## config.mk

```make
export PLATFORM = sky130hd
export DESIGN_NAME = spi_wb_arbiter
export DESIGN_NICKNAME = d
export VERILOG_FILES = /design/src/rtl/spi_arb_pkg.sv /design/src/rtl/spi_wb_arb_timeout.sv /design/src/rtl/spi_wb_arbiter.sv
export SDC_FILE = /design/constraint.sdc
export NUM_CORES = 1
export LEC_CHECK = 0
export BUFFER_PORTS_ARGS = -buffer_cell sky130_fd_sc_hd__buf_2
export CAP_MARGIN = 5
export CORE_ASPECT_RATIO = 1.2
export CORE_UTILIZATION = 25
export CTS_CLUSTER_DIAMETER = 120
export DETAILED_ROUTE_END_ITERATION = 8
export MAX_ROUTING_LAYER = met4
export PLACE_DENSITY = 0.76
export REMOVE_ABC_BUFFERS = 1
export SLEW_MARGIN = 20
export SYNTH_ARGS = -nofsm -noshare
export SYNTH_HDL_FRONTEND = slang
export SYNTH_SLANG_ARGS = --single-unit
```

## constraint.sdc

```tcl
create_clock -name i2c_wb_clk_i -period 1.8 [get_ports i2c_wb_clk_i]
set_input_delay 0.54 -clock i2c_wb_clk_i [delete_from_list [all_inputs] [get_ports i2c_wb_clk_i]]
set_output_delay 0.54 -clock i2c_wb_clk_i [all_outputs]
set_load 0.05 [all_outputs]
```

## src/rtl/spi_arb_pkg.sv

```systemverilog
// Shared types and constants for the SPI Wishbone round-robin arbiter.
package spi_arb_pkg;

  typedef enum logic [1:0] {
    IDLE = 2'd0,
    OWN0 = 2'd1,
    OWN1 = 2'd2
  } arb_state_t;

  localparam logic [1:0] GNT_NONE = 2'b00;
  localparam logic [1:0] GNT_M0   = 2'b01;
  localparam logic [1:0] GNT_M1   = 2'b10;

  localparam int TIMEOUT_DEFAULT = 64;

endpackage

```

## src/rtl/spi_wb_arb_timeout.sv

```systemverilog
// Ack watchdog: counts stalled strobe cycles and flags the one that hits the limit.
module spi_wb_arb_timeout #(
  parameter int TIMEOUT = spi_arb_pkg::TIMEOUT_DEFAULT
) (
  input  logic i_clk,
  input  logic i_rst,
  input  logic i_stb,
  input  logic i_ack,
  output logic o_err
);

  localparam int CW = (TIMEOUT > 1) ? $clog2(TIMEOUT) : 1;

  logic [CW-1:0] r_cnt;
  logic          w_stall;
  logic          w_hit;

  assign w_stall = i_stb & ~i_ack;
  assign w_hit   = (r_cnt == CW'(TIMEOUT - 1));
  assign o_err   = w_stall & w_hit;

  // Counter restarts after the error cycle so the next owner starts from zero.
  always_ff @(posedge i_clk) begin
    if (i_rst || !w_stall || o_err) begin
      r_cnt <= '0;
    end else begin
      r_cnt <= r_cnt + 1'b1;
    end
  end

endmodule

```

## src/rtl/spi_wb_arbiter.sv

```systemverilog
// Round-robin Wishbone arbiter (M0 = I2C bridge, M1 = boot sequencer) in front of the SPI master.
// Optional ack timeout enabled by defining SPI_ARB_TIMEOUT_EN.
module spi_wb_arbiter
  import spi_arb_pkg::*;
#(
  parameter int AW      = 3,
  parameter int DW      = 8,
  parameter int TIMEOUT = TIMEOUT_DEFAULT
) (
  input  logic          i2c_wb_clk_i,
  input  logic          i2c_wb_rst_i,

  input  logic          m0_cyc_i,
  input  logic          m0_stb_i,
  input  logic          m0_we_i,
  input  logic [AW-1:0] m0_adr_i,
  input  logic [DW-1:0] m0_dat_i,
  output logic [DW-1:0] m0_dat_o,
  output logic          m0_ack_o,
  output logic          m0_err_o,

  input  logic          m1_cyc_i,
  input  logic          m1_stb_i,
  input  logic          m1_we_i,
  input  logic [AW-1:0] m1_adr_i,
  input  logic [DW-1:0] m1_dat_i,
  output logic [DW-1:0] m1_dat_o,
  output logic          m1_ack_o,
  output logic          m1_err_o,

  output logic          s_cyc_o,
  output logic          s_stb_o,
  output logic          s_we_o,
  output logic [AW-1:0] s_adr_o,
  output logic [DW-1:0] s_dat_o,
  input  logic [DW-1:0] s_dat_i,
  input  logic          s_ack_i,

  output logic [1:0]    grant_o
);

  arb_state_t r_state;
  logic [1:0] r_grant;
  logic       r_ptr;
  logic       r_blk0;
  logic       r_blk1;

  logic       w_own0;
  logic       w_own1;
  logic       w_req0;
  logic       w_req1;
  logic       w_tout;

  assign w_own0  = r_grant[0];
  assign w_own1  = r_grant[1];
  assign grant_o = r_grant;

  assign w_req0 = m0_cyc_i & ~r_blk0;
  assign w_req1 = m1_cyc_i & ~r_blk1;

`ifdef SPI_ARB_TIMEOUT_EN
  spi_wb_arb_timeout #(
    .TIMEOUT (TIMEOUT)
  ) u_timeout (
    .i_clk (i2c_wb_clk_i),
    .i_rst (i2c_wb_rst_i),
    .i_stb (s_stb_o),
    .i_ack (s_ack_i),
    .o_err (w_tout)
  );
  assign m0_err_o = w_tout & w_own0;
  assign m1_err_o = w_tout & w_own1;
`else
  assign w_tout   = 1'b0;
  assign m0_err_o = 1'b0;
  assign m1_err_o = 1'b0;
`endif

  // r_ptr=0 favours M0; a timed-out master stays blocked until it drops cyc for a cycle.
  always_ff @(posedge i2c_wb_clk_i) begin
    if (i2c_wb_rst_i) begin
      r_state <= IDLE;
      r_grant <= GNT_NONE;
      r_ptr   <= 1'b0;
      r_blk0  <= 1'b0;
      r_blk1  <= 1'b0;
    end else begin
      if (!m0_cyc_i) r_blk0 <= 1'b0;
      if (!m1_cyc_i) r_blk1 <= 1'b0;
      case (r_state)
        IDLE: begin
          if (w_req0 && (!w_req1 || !r_ptr)) begin
            r_state <= OWN0;
            r_grant <= GNT_M0;
            r_ptr   <= 1'b1;
          end else if (w_req1) begin
            r_state <= OWN1;
            r_grant <= GNT_M1;
            r_ptr   <= 1'b0;
          end
        end
        OWN0: begin
          if (!m0_cyc_i || w_tout) begin
            r_state <= IDLE;
            r_grant <= GNT_NONE;
            if (w_tout) r_blk0 <= 1'b1;
          end
        end
        OWN1: begin
          if (!m1_cyc_i || w_tout) begin
            r_state <= IDLE;
            r_grant <= GNT_NONE;
            if (w_tout) r_blk1 <= 1'b1;
          end
        end
        default: begin
          r_state <= IDLE;
          r_grant <= GNT_NONE;
        end
      endcase
    end
  end

  always_comb begin
    s_cyc_o  = (m0_cyc_i & w_own0) | (m1_cyc_i & w_own1);
    s_stb_o  = (m0_stb_i & w_own0) | (m1_stb_i & w_own1);
    s_we_o   = 1'b0;
    s_adr_o  = '0;
    s_dat_o  = '0;
    if (w_own0) begin
      s_we_o  = m0_we_i;
      s_adr_o = m0_adr_i;
      s_dat_o = m0_dat_i;
    end else if (w_own1) begin
      s_we_o  = m1_we_i;
      s_adr_o = m1_adr_i;
      s_dat_o = m1_dat_i;
    end
    m0_dat_o = w_own0 ? s_dat_i : '0;
    m1_dat_o = w_own1 ? s_dat_i : '0;
    m0_ack_o = s_ack_i & w_own0;
    m1_ack_o = s_ack_i & w_own1;
  end

endmodule

```

# Yosys cells after proc, flatten, opt, wreduce, memory -nomap -nowiden

Cells that the tools add are included.

Multiply operators: 0
Reductions and logical operators: 8
Add/subtract/negate cells: 0
Mux-type cells: 15
Equality and inequality tests: 5
Bitwise logic cells: 8
Shift-type cells: 0
$lt $le $gt $ge: 0
Div/mod/pow operators: 0

Operator list:

| operator             | number |
|---|---|
| $mux W8              | 4 |
| $mux W2              | 4 |
| $and A1 B1 Y1        | 6 |
| $mux W3              | 2 |
| $pmux W2 S3          | 1 |
| $mux W1              | 4 |
| $ne A2 B2 Y1 const B | 2 |
| $ne A3 B3 Y1 const B | 1 |
| $reduce_and A3 Y1    | 1 |
| $eq A2 B1 Y1 const B | 1 |
| $eq A2 B2 Y1 const B | 1 |
| $logic_not A1 Y1     | 2 |
| $logic_not A2 Y1     | 1 |
| $or A1 B1 Y1         | 2 |
| $reduce_and A2 Y1    | 1 |
| $reduce_bool A2 Y1   | 1 |
| $logic_and A1 B1 Y1  | 1 |
| $logic_or A1 B1 Y1   | 1 |

Latch bits: 0
Bits in registers: 3
Memories: 0
Memory bits (writable): 0
Output and inout port bits: 36
Input bits: 39
Bits in read-only memories: 0
Logic and storage cells: 38

# Logic depth before layout (Yosys ltp)

Gate-level depths: netlist of the first run.

Word-level depth: 5
Depth in mapped cells: 4
Gate-level depth less buffers: 2

# Worst setup path before layout of the first run

OpenSTA, ideal clock, no wires.

Kind: register to output
From: register r_grant[1] (netlist: grant_o[1])
To: output port s_adr_o[1]
Setup slack: -0.322 ns
Arrival time: 1.582 ns
Stages on the path, launching flop included: 4
Path buffers: 1
Data required time: 1.260 ns
Cell sequence: dfxtp_1 > nor2b_1 > buf_2 > a22o_1

Word-level cells in the longest chain between the ends: 2

RTL lines:

| what                     | RTL line              | text |
|---|---|---|
| start: declaration       | spi_wb_arbiter.sv:43  | `logic [1:0] r_grant;` |
| start signal: assignment | spi_wb_arbiter.sv:83  | `r_grant <= GNT_NONE;` |
| start signal: assignment | spi_wb_arbiter.sv:94  | `r_grant <= GNT_M0;` |
| start signal: assignment | spi_wb_arbiter.sv:98  | `r_grant <= GNT_M1;` |
| $mux W3                  | spi_wb_arbiter.sv:134 | `end else if (w_own1) begin` |
| $mux W3                  | spi_wb_arbiter.sv:130 | `if (w_own0) begin` |
| end: declaration         | spi_wb_arbiter.sv:34  | `output logic [AW-1:0] s_adr_o,` |

Every way passes these cells.

# Worst setup path after layout of the first run

From: register r_grant[0] (netlist: grant_o[0])
To: output port m0_dat_o[6]

Word-level cells in the longest chain between the ends: 1

RTL lines:

| what             | RTL line              | text |
|---|---|---|
| $mux W8          | spi_wb_arbiter.sv:139 | `m0_dat_o = w_own0 ? s_dat_i : '0;` |
| end: declaration | spi_wb_arbiter.sv:18  | `output logic [DW-1:0] m0_dat_o,` |

Every way passes these cells.

==> results of run 1 <==
[cell families (layout without fill, tap and decap cells)]
group,count (synthesis),in the layout,share of synthesized area
flops,3,3,0.1468
compound gates,15,15,0.3242
other cells,1,2,0.009166
buf+inv,8,82,0.1162
simple gates,25,25,0.4037
[sequential cells by signal, summed over array words and instances, names as in the netlist]
name     flops
r_ptr        1
grant_o      2
[worst max path at each step]
stage / start / to / slack [ns] / cells after the start
after floorplan: grant_o[1] / s_adr_o[0] / -0.58 / 2
after detailed placement: m0_cyc_i / s_cyc_o / 0.19 / 3
after global placement: m0_cyc_i / s_cyc_o / 0.20 / 3
final: grant_o[0] / m0_dat_o[6] / 0.06 / 3
after global routing: grant_o[1] / s_adr_o[1] / -0.02 / 4
after CTS: grant_o[1] / s_dat_o[1] / 0.002 / 4
[repair_timing]
action / CTS / global route
hold buffers: 0 / 0
endpoints found under the setup margin: 3 / 17
gates resized for setup: 3 / 33
gates cloned: 0 / 1
[report_power, final]
group          total (µW)  switching [µW]  internal (µW)
Clock                 120            37.1           83.2
Combinational         342             223            119
Sequential           76.0            3.68           72.3
Total                 538             264            275
[per-layer routing]
| layer | wire length (µm) | up-vias | global-route usage |
|---|---|---|---|
| li1 | - | 334 | - |
| met1 | 594 | 303 | 0.1429 |
| met2 | 1006 | 25 | 0.2567 |
| met3 | 81 | 0 | 0.02899 |
| met4 | 0 | 0 | 0.06897 |
| met5 | 0 | - | - |
[stage by stage]
step	setup TNS, ns	instances	worst slack, ns	utilization	cell area (µm²)
6_report	0	144	0.05994	0.6000	889.6
3_5_place_dp	0	139	0.1860	0.5266	780.7
3_3_place_gp	0	139	0.2010	0.5266	780.7
4_1_cts	0	143	0.002039	0.5494	814.5
2_1_floorplan	-10.20	46	-0.5834	-	369.1
5_1_grt	-0.02358	144	-0.02065	0.6000	889.6
[cell usage in the layout, fill, tap and decap left out, drive strengths merged]
cell | Yosys | final
or3b | 1 | 1
dfxtp | 3 | 3
nor2b | 1 | 1
inv | 1 | 1
nor3b | 1 | 1
buf | 5 | 75
conb | 1 | 2
and3b | 1 | 1
a32o | 1 | 1
nor4b | 2 | 2
a22o | 14 | 14
clkbuf | 2 | 6
and2 | 18 | 18
nor2 | 1 | 1
[final cells by class]
cell class,instances,share of cell area
sequential,3,0.06751
timing repair buffer,77,0.5288
multi-input combinational,42,0.3460
inverter,1,0.004219
tap,17,0.02391
clock buffer,4,0.02954
==> flow_metrics.env, run 1 <==
export IMPL_track_usage=0.1427
export IMPL_synthArstFlopShare=0
export IMPL_powerDensity_mw_per_mm2=604.9
export IMPL_synth_flop_cell="dfxtp_1"
export IMPL_die_y_um=46.32
export IMPL_vias=662
export IMPL_syn_area_um2=409.1
export IMPL_worst_hold_path_endpoint="grant_o[1]"
export IMPL_ys_seq_area_frac=0.1468
export IMPL_antenna_found_initial=0
export IMPL_syn_inst=52
export IMPL_p_leak_uw=0.0005381
export IMPL_min_period_over_period=0.9667
export IMPL_timing_fmax_ghz=0.5747
export IMPL_crit_slowest_cell="dfxtp_1"
export IMPL_synth_cell_types=16
export IMPL_netlist_top_cells_count="18 x and2_1, 14 x a22o_1, 3 x dfxtp_1"
export IMPL_synth_most_common_cell="and2_1"
export IMPL_clk_pin_slew_ns=0.04
export IMPL_gr_total_overflow=0
export IMPL_fp_dieArea_mm2=0.001803
export IMPL_finalCriticalPeriod_ns=1.740
export IMPL_port_buffers=72
export IMPL_multi_input_comb_area_um2=307.8
export IMPL_drtAntennaViolNets=0
export IMPL_wl_per_cell_um=11.67
export IMPL_crit_family="buffers and inverters"
export IMPL_cts_tree="built"
export IMPL_min_from="i2c_wb_rst_i"
export IMPL_start_util=0.2759
export IMPL_drt_total_wl_um=1681
export IMPL_cts_sink_count=3
export IMPL_cp_end_kind="output port"
export IMPL_grt_max_degree=23
export IMPL_fin_nets=167
export IMPL_crit_buf_inv=2
export IMPL_required_ns=1.26
export IMPL_critical_path_class="reg -> out"
export IMPL_drt_first_pass_iters=3
export IMPL_start_kind="flop"
export IMPL_ys_ff_latch=3
export IMPL_clk_latency_ns=0.23
export IMPL_numCtsBuffers=3
export IMPL_outcome="finished, final reports clean"
export IMPL_grt_pass1_wl_um=1787
export IMPL_first_global_vias=450
export IMPL_finalMaxSlewViolations=0
export IMPL_cp_cell_sequence="buf_6, and2_1, buf_2"
export IMPL_reg2regPathDepth=3
export IMPL_gp_congestion=0.5879
export IMPL_ctsHtreeMaxLevel=1
export IMPL_hp_class="in -> reg"
export IMPL_rows=15
export IMPL_ios=75
export IMPL_synth_top_cell_by_area="a22o_1"
export IMPL_regToRegStartpoint="grant_o[0]"
export IMPL_dp_hpwl_um=1236
export IMPL_p_total_uw=538.1
export IMPL_setup_viol=0
export IMPL_clk_path_buf_depth=2
export IMPL_netlist_top_cells_area="a22o_1 30%, and2_1 28%, dfxtp_1 15%"
export IMPL_n_antenna_cell=0
export IMPL_hold_depth=2
export IMPL_drive_gt1_frac=0.6378
export IMPL_cts_setup_buffers=0
export IMPL_area_growth_pct=117.4
export IMPL_viasPerCell=4.597
export IMPL_fp_coreArea_mm2=0.001483
export IMPL_cp_max_fo=22
export IMPL_max_cap_violations=0
export IMPL_whs_ns=0.5143
export IMPL_drc=0
export IMPL_hold_viol_final=0
export IMPL_ir_drop_mv=0.3410
export IMPL_worstPathArrival_ns=1.20
export IMPL_slowest_delay_ns=0.37
export IMPL_fin_worst_skew_ns=0.002440
export IMPL_yosys_warnings=0
export IMPL_synth_top_area_share=0.2997
export IMPL_reg2reg_slack_ns=0.56
export IMPL_root_buffer="clkbuf_4"
export IMPL_avgSynthCellArea_um2=7.868
export IMPL_register_area_um2=60.06
export IMPL_n_fill_cell=141
export IMPL_r2r_end="r_ptr"
export IMPL_drtIter0Drc=8
export IMPL_die_w_um=38.93
export IMPL_synth_edf_count=0
(Power assumes the default switching activity.)
==> inputs of run 2 (changes only) <==
- PLACE_DENSITY: 0.76 -> 0.77
==> flow_metrics.env, run 2 (same netlist as run 1, synthesis figures left out) <==
export IMPL_drtIter0Drc=4
export IMPL_grt_max_degree=23
export IMPL_cts_setup_buffers=0
export IMPL_largest_reg_flops=2
export IMPL_critPathLaunch="grant_o[1]"
export IMPL_drtAntennaViolNets=0
export IMPL_ir_drop_mv=0.2779
export IMPL_rows=15
export IMPL_timing_fmax_ghz=0.5693
export IMPL_critical_path_class="reg -> out"
export IMPL_layout_commonest_cell="buf_2"
export IMPL_powerDensity_mw_per_mm2=607.6
export IMPL_dp_hpwl_um=1264
export IMPL_finalMaxSlewViolations=0
export IMPL_whs_ns=0.5220
export IMPL_die_y_um=46.32
export IMPL_grt_pass1_wl_um=1821
export IMPL_fp_coreArea_mm2=0.001483
export IMPL_p_leak_uw=0.0005343
export IMPL_gp_congestion=0.6019
export IMPL_antenna_found_initial=0
export IMPL_reg2regPathDepth=3
export IMPL_vias=647
export IMPL_cp_max_fo=6
export IMPL_min_period_over_period=0.9758
export IMPL_drc=0
export IMPL_setup_viol=0
export IMPL_port_buffers=72
export IMPL_ctsHoldBuffers=0
export IMPL_outcome="finished, final reports clean"
export IMPL_regToRegStartpoint="grant_o[0]"
export IMPL_die_w_um=38.93
export IMPL_fin_worst_skew_ns=0.00009819
export IMPL_min_from="r_ptr"
export IMPL_drt_first_pass_iters=4
export IMPL_area_growth_pct=112.8
export IMPL_finalCriticalPeriod_ns=1.757
export IMPL_drt_total_wl_um=1667
export IMPL_start_kind="flop"
export IMPL_ios=75
export IMPL_ctsHtreeMaxLevel=1
export IMPL_drive_gt1_frac=0.6378
export IMPL_clk_path_buf_depth=2
export IMPL_timing_final_ws_setup_ns=0.04347
export IMPL_max_cap_violations=0
export IMPL_fin_nets=167
export IMPL_hp_class="reg -> reg"
export IMPL_worstPathArrival_ns=1.22
export IMPL_required_ns=1.26
export IMPL_cts_tree="built"
export IMPL_cts_sink_count=3
export IMPL_n_antenna_cell=0
export IMPL_gr_total_overflow=0
export IMPL_root_buffer="clkbuf_4"
export IMPL_start_util=0.2759
export IMPL_layout_common_cells="58 x buf_2, 18 x and2_1, 14 x a22o_1"
export IMPL_hold_depth=1
export IMPL_dp_slack_ns=0.1820
export IMPL_viasPerCell=4.493
export IMPL_cp_end_kind="output port"
export IMPL_clk_latency_ns=0.23
export IMPL_wl_per_cell_um=11.58
export IMPL_clk_pin_slew_ns=0.04
export IMPL_numCtsBuffers=3
export IMPL_p_total_uw=529.1
export IMPL_track_usage=0.1446
export IMPL_first_global_vias=458
export IMPL_fp_dieArea_mm2=0.001803
export IMPL_hold_viol_final=0
run 2: cell count changes in the layout (fill, tap and decap cells not counted):
cell / before / now
buf_4: 7 / 13
clkbuf_4: 5 / 4
buf_6: 10 / 5
run 2: worst paths after layout:
check | slack [ns] | to
worst max register to register | 0.56 | r_ptr
worst min register to register | 0.52 | r_ptr
worst min-delay path | 0.52 | r_ptr
worst max-delay path | 0.04 | s_dat_o[0]
run 2: area by class of cell:
class                           count  area [µm²]
Timing Repair Buffer               77       451.7
Tap cell                           17       21.27
Clock buffer                        4       26.28
Sequential cell                     3       60.06
Inverter                            1       3.754
Multi-Input combinational cell     42       307.8
Fill cell                         144       611.8
run 2: critical path, stage by stage, from the launching register on:
cell     delay, ns
dfxtp_1       0.30
nor2b_2       0.16
buf_4         0.15
a22o_1        0.18
buf_4         0.19
run 2: per-layer routing:
layer	global-route usage	wire length, µm	vias to the layer above
li1	-	-	332
met2	0.2833	981	22
met1	0.1366	620	293
met5	-	0	-
met3	0.01449	65	0
met4	0.06207	0	0
run 2: repair_timing:
action	4_1_cts	5_1_grt
cloned	0	1
pin swaps	0	0
endpoints found under the setup margin	4	16
gates resized for setup	4	27
run 2: stage by stage:
stage	utilization	instances	setup TNS (ns)	instance area [µm²]
2_1_floorplan	-	46	-10.20	369.1
3_3_place_gp	0.5266	139	0	780.7
3_5_place_dp	0.5266	139	0	780.7
4_1_cts	0.5511	143	0	817.0
5_1_grt	0.5873	144	-0.02087	870.8
6_report	0.5873	144	0	870.8
run 2: where the power goes:
part           total, µW  switching (µW)  internal (µW)
clock network        117            34.1           83.0
registers           76.2            3.92           72.3
logic                336             222            114
total                529             260            269
==> inputs of run 3 (changes only) <==
- ABC_AREA: unset -> 1
- CAP_MARGIN: 5 -> unset
- CORE_UTILIZATION: 25 -> 27
- PLACE_DENSITY: 0.77 -> 0.78
==> flow_metrics.env, run 3 <==
export IMPL_first_global_vias=470
export IMPL_placedCellCount=166
export IMPL_setup_viol=0
export IMPL_critPathLaunch="grant_o[0]"
export IMPL_grt_setup_unrepaired="yes"
export IMPL_clk_latency_ns=0.23
export IMPL_drive_gt1_frac=0.5548
export IMPL_cp_cell_sequence="buf_4, a22o_1, clkbuf_4"
export IMPL_utilization=0.5625
export IMPL_max_cap_violations=0
export IMPL_p_leak_uw=0.0006836
export IMPL_finalMaxSlewViolations=0
export IMPL_track_usage=0.1335
export IMPL_place_area_um2=820.8
export IMPL_synth_top_area_share=0.2440
export IMPL_required_ns=1.26
export IMPL_drtAntennaViolNets=0
export IMPL_finalCriticalPeriod_ns=1.767
export IMPL_hp_class="reg -> reg"
export IMPL_powerDensity_mw_per_mm2=720.9
export IMPL_min_period_over_period=0.9819
export IMPL_syn_area_um2=466.7
export IMPL_regToRegStartpoint="grant_o[0]"
export IMPL_dp_hpwl_um=1207
export IMPL_layout_commonest_cell="buf_2"
export IMPL_vias=753
export IMPL_drt_first_pass_iters=4
export IMPL_netlist_top_cells_area="a22o_1 24%, nand2_1 20%, inv_1 16%"
export IMPL_numCtsBuffers=3
export IMPL_clk_pin_slew_ns=0.04
export IMPL_fin_worst_skew_ns=0.0001694
export IMPL_synth_flop_cell="dfxtp_1"
export IMPL_ys_seq_area_frac=0.1287
export IMPL_slowest_delay_ns=0.38
export IMPL_ctsHtreeMaxLevel=1
export IMPL_ys_ff_latch=3
export IMPL_synthArstFlopShare=0
export IMPL_ios=75
export IMPL_clk_path_buf_depth=2
export IMPL_final_area_um2=912.1
export IMPL_root_buffer="clkbuf_4"
export IMPL_crit_buf_inv=2
export IMPL_cts_tree="built"
export IMPL_gp_congestion=0.6820
export IMPL_die_y_um=47.54
export IMPL_largest_reg_flops=2
export IMPL_synth_most_common_cell="nand2_1"
export IMPL_ir_drop_mv=0.4254
export IMPL_outcome="finished, final reports clean"
export IMPL_worstPathArrival_ns=1.23
export IMPL_hold_viol_final=0
export IMPL_cp_end_kind="output port"
export IMPL_die_w_um=39.95
export IMPL_synth_edf_count=0
export IMPL_crit_family="buffers and inverters"
export IMPL_port_buffers=72
export IMPL_drc=0
export IMPL_antenna_found_initial=0
export IMPL_drtIter0Drc=12
export IMPL_wl_per_cell_um=8.936
export IMPL_timing_fmax_ghz=0.5658
export IMPL_viasPerCell=4.353
export IMPL_crit_slowest_cell="dfxtp_1"
export IMPL_start_util=0.2878
export IMPL_ctsHoldBuffers=0
export IMPL_fin_cells=173
export IMPL_area_growth_pct=95.44
export IMPL_avgSynthCellArea_um2=5.908
export IMPL_min_from="r_ptr"
export IMPL_cts_sink_count=3
export IMPL_start_kind="flop"
export IMPL_cp_max_fo=15
export IMPL_fp_dieArea_mm2=0.001899
export IMPL_rows=16
export IMPL_grt_pass1_wl_um=1731
export IMPL_synth_top_cell_by_area="a22o_1"
export IMPL_netlist_top_cells_count="25 x nand2_1, 20 x inv_1, 13 x a22o_1, 3 x buf_4, 3 x dfxtp_1"
export IMPL_fp_coreArea_mm2=0.001622
export IMPL_critical_path_class="reg -> out"
export IMPL_synth_cell_types=16
export IMPL_gr_total_overflow=0
export IMPL_syn_inst=79
export IMPL_grt_max_degree=16
export IMPL_layout_common_cells="58 x buf_2, 25 x nand2_1, 20 x inv_1"
export IMPL_drt_total_wl_um=1546
export IMPL_whs_ns=0.4778
export IMPL_n_antenna_cell=0
export IMPL_yosys_warnings=0
export IMPL_fin_nets=195
## run 3: cell count changes in the layout (fill, tap and decap cells not counted), moves of 2 or more
cell      before  now
a21oi_1        0    2
and2_1        18    0
buf_6          5    2
clkbuf_4       4    8
inv_1          1   20
nand2_1        0   25
nand3_1        0    2
nor4b_1        2    0
## run 3: per-stage QoR
step                total power, µW  worst slack (ns)  setup TNS (ns)
finish                        657.6           0.03262               0
global route                  695.2          -0.02592        -0.06149
CTS                           645.4          0.002866               0
detailed placement            506.3            0.1955               0
global placement              500.2            0.2109               0
floorplan                     387.6           -0.4347          -7.655
## run 3: layout make-up
class,count,area (µm²)
flip-flops and latches,3,60.06
repair buffers,78,447.9
fillers,166,709.4
multi-input cells,49,276.5
inverters,21,78.83
clock buffers,4,26.28
well taps,18,22.52
## run 3: what timing repair did
item / 4_1_cts / 5_1_grt
endpoints found under the setup margin: 12 / 13
buffers inserted: 3 / 0
pin swaps: 1 / 0
resized for setup: 2 / 21
endpoints found under the hold margin: 0 / 0
## run 3: report_power, final
group | internal (µW) | switching [µW]
clock network | 83.2 | 36.3
logic | 142 | 317
registers | 73.6 | 4.88
total | 299 | 358
## run 3: metal layers
layer,wire length [µm],global-route usage
met2,791,0.2290
met1,621,0.1517
met4,0,0.06207
met5,0,-
met3,132,0.01395
## run 3: worst min-delay path, stage by stage (launching register included)
cell,delay [ns]
dfxtp_1,0.30
nand2_1,0.08
a21oi_2,0.05
## run 3: final timing paths
kind / endpoint / slack (ns) / cells after the start
hold / removal: r_ptr / 0.48 / 2
setup reg to reg: r_ptr / 0.80 / 5
setup / recovery: s_dat_o[6] / 0.03 / 3
hold reg to reg: r_ptr / 0.48 / 2
## run 3: cell families (layout without fill, tap and decap cells)
logic type	Yosys count	after routing	synth area share
AOI/OAI and AO/OA	17	17	0.2949
buffers and inverters	28	103	0.2868
DFF	3	3	0.1287
other	1	2	0.008035
and+or+nand+nor	30	30	0.2815
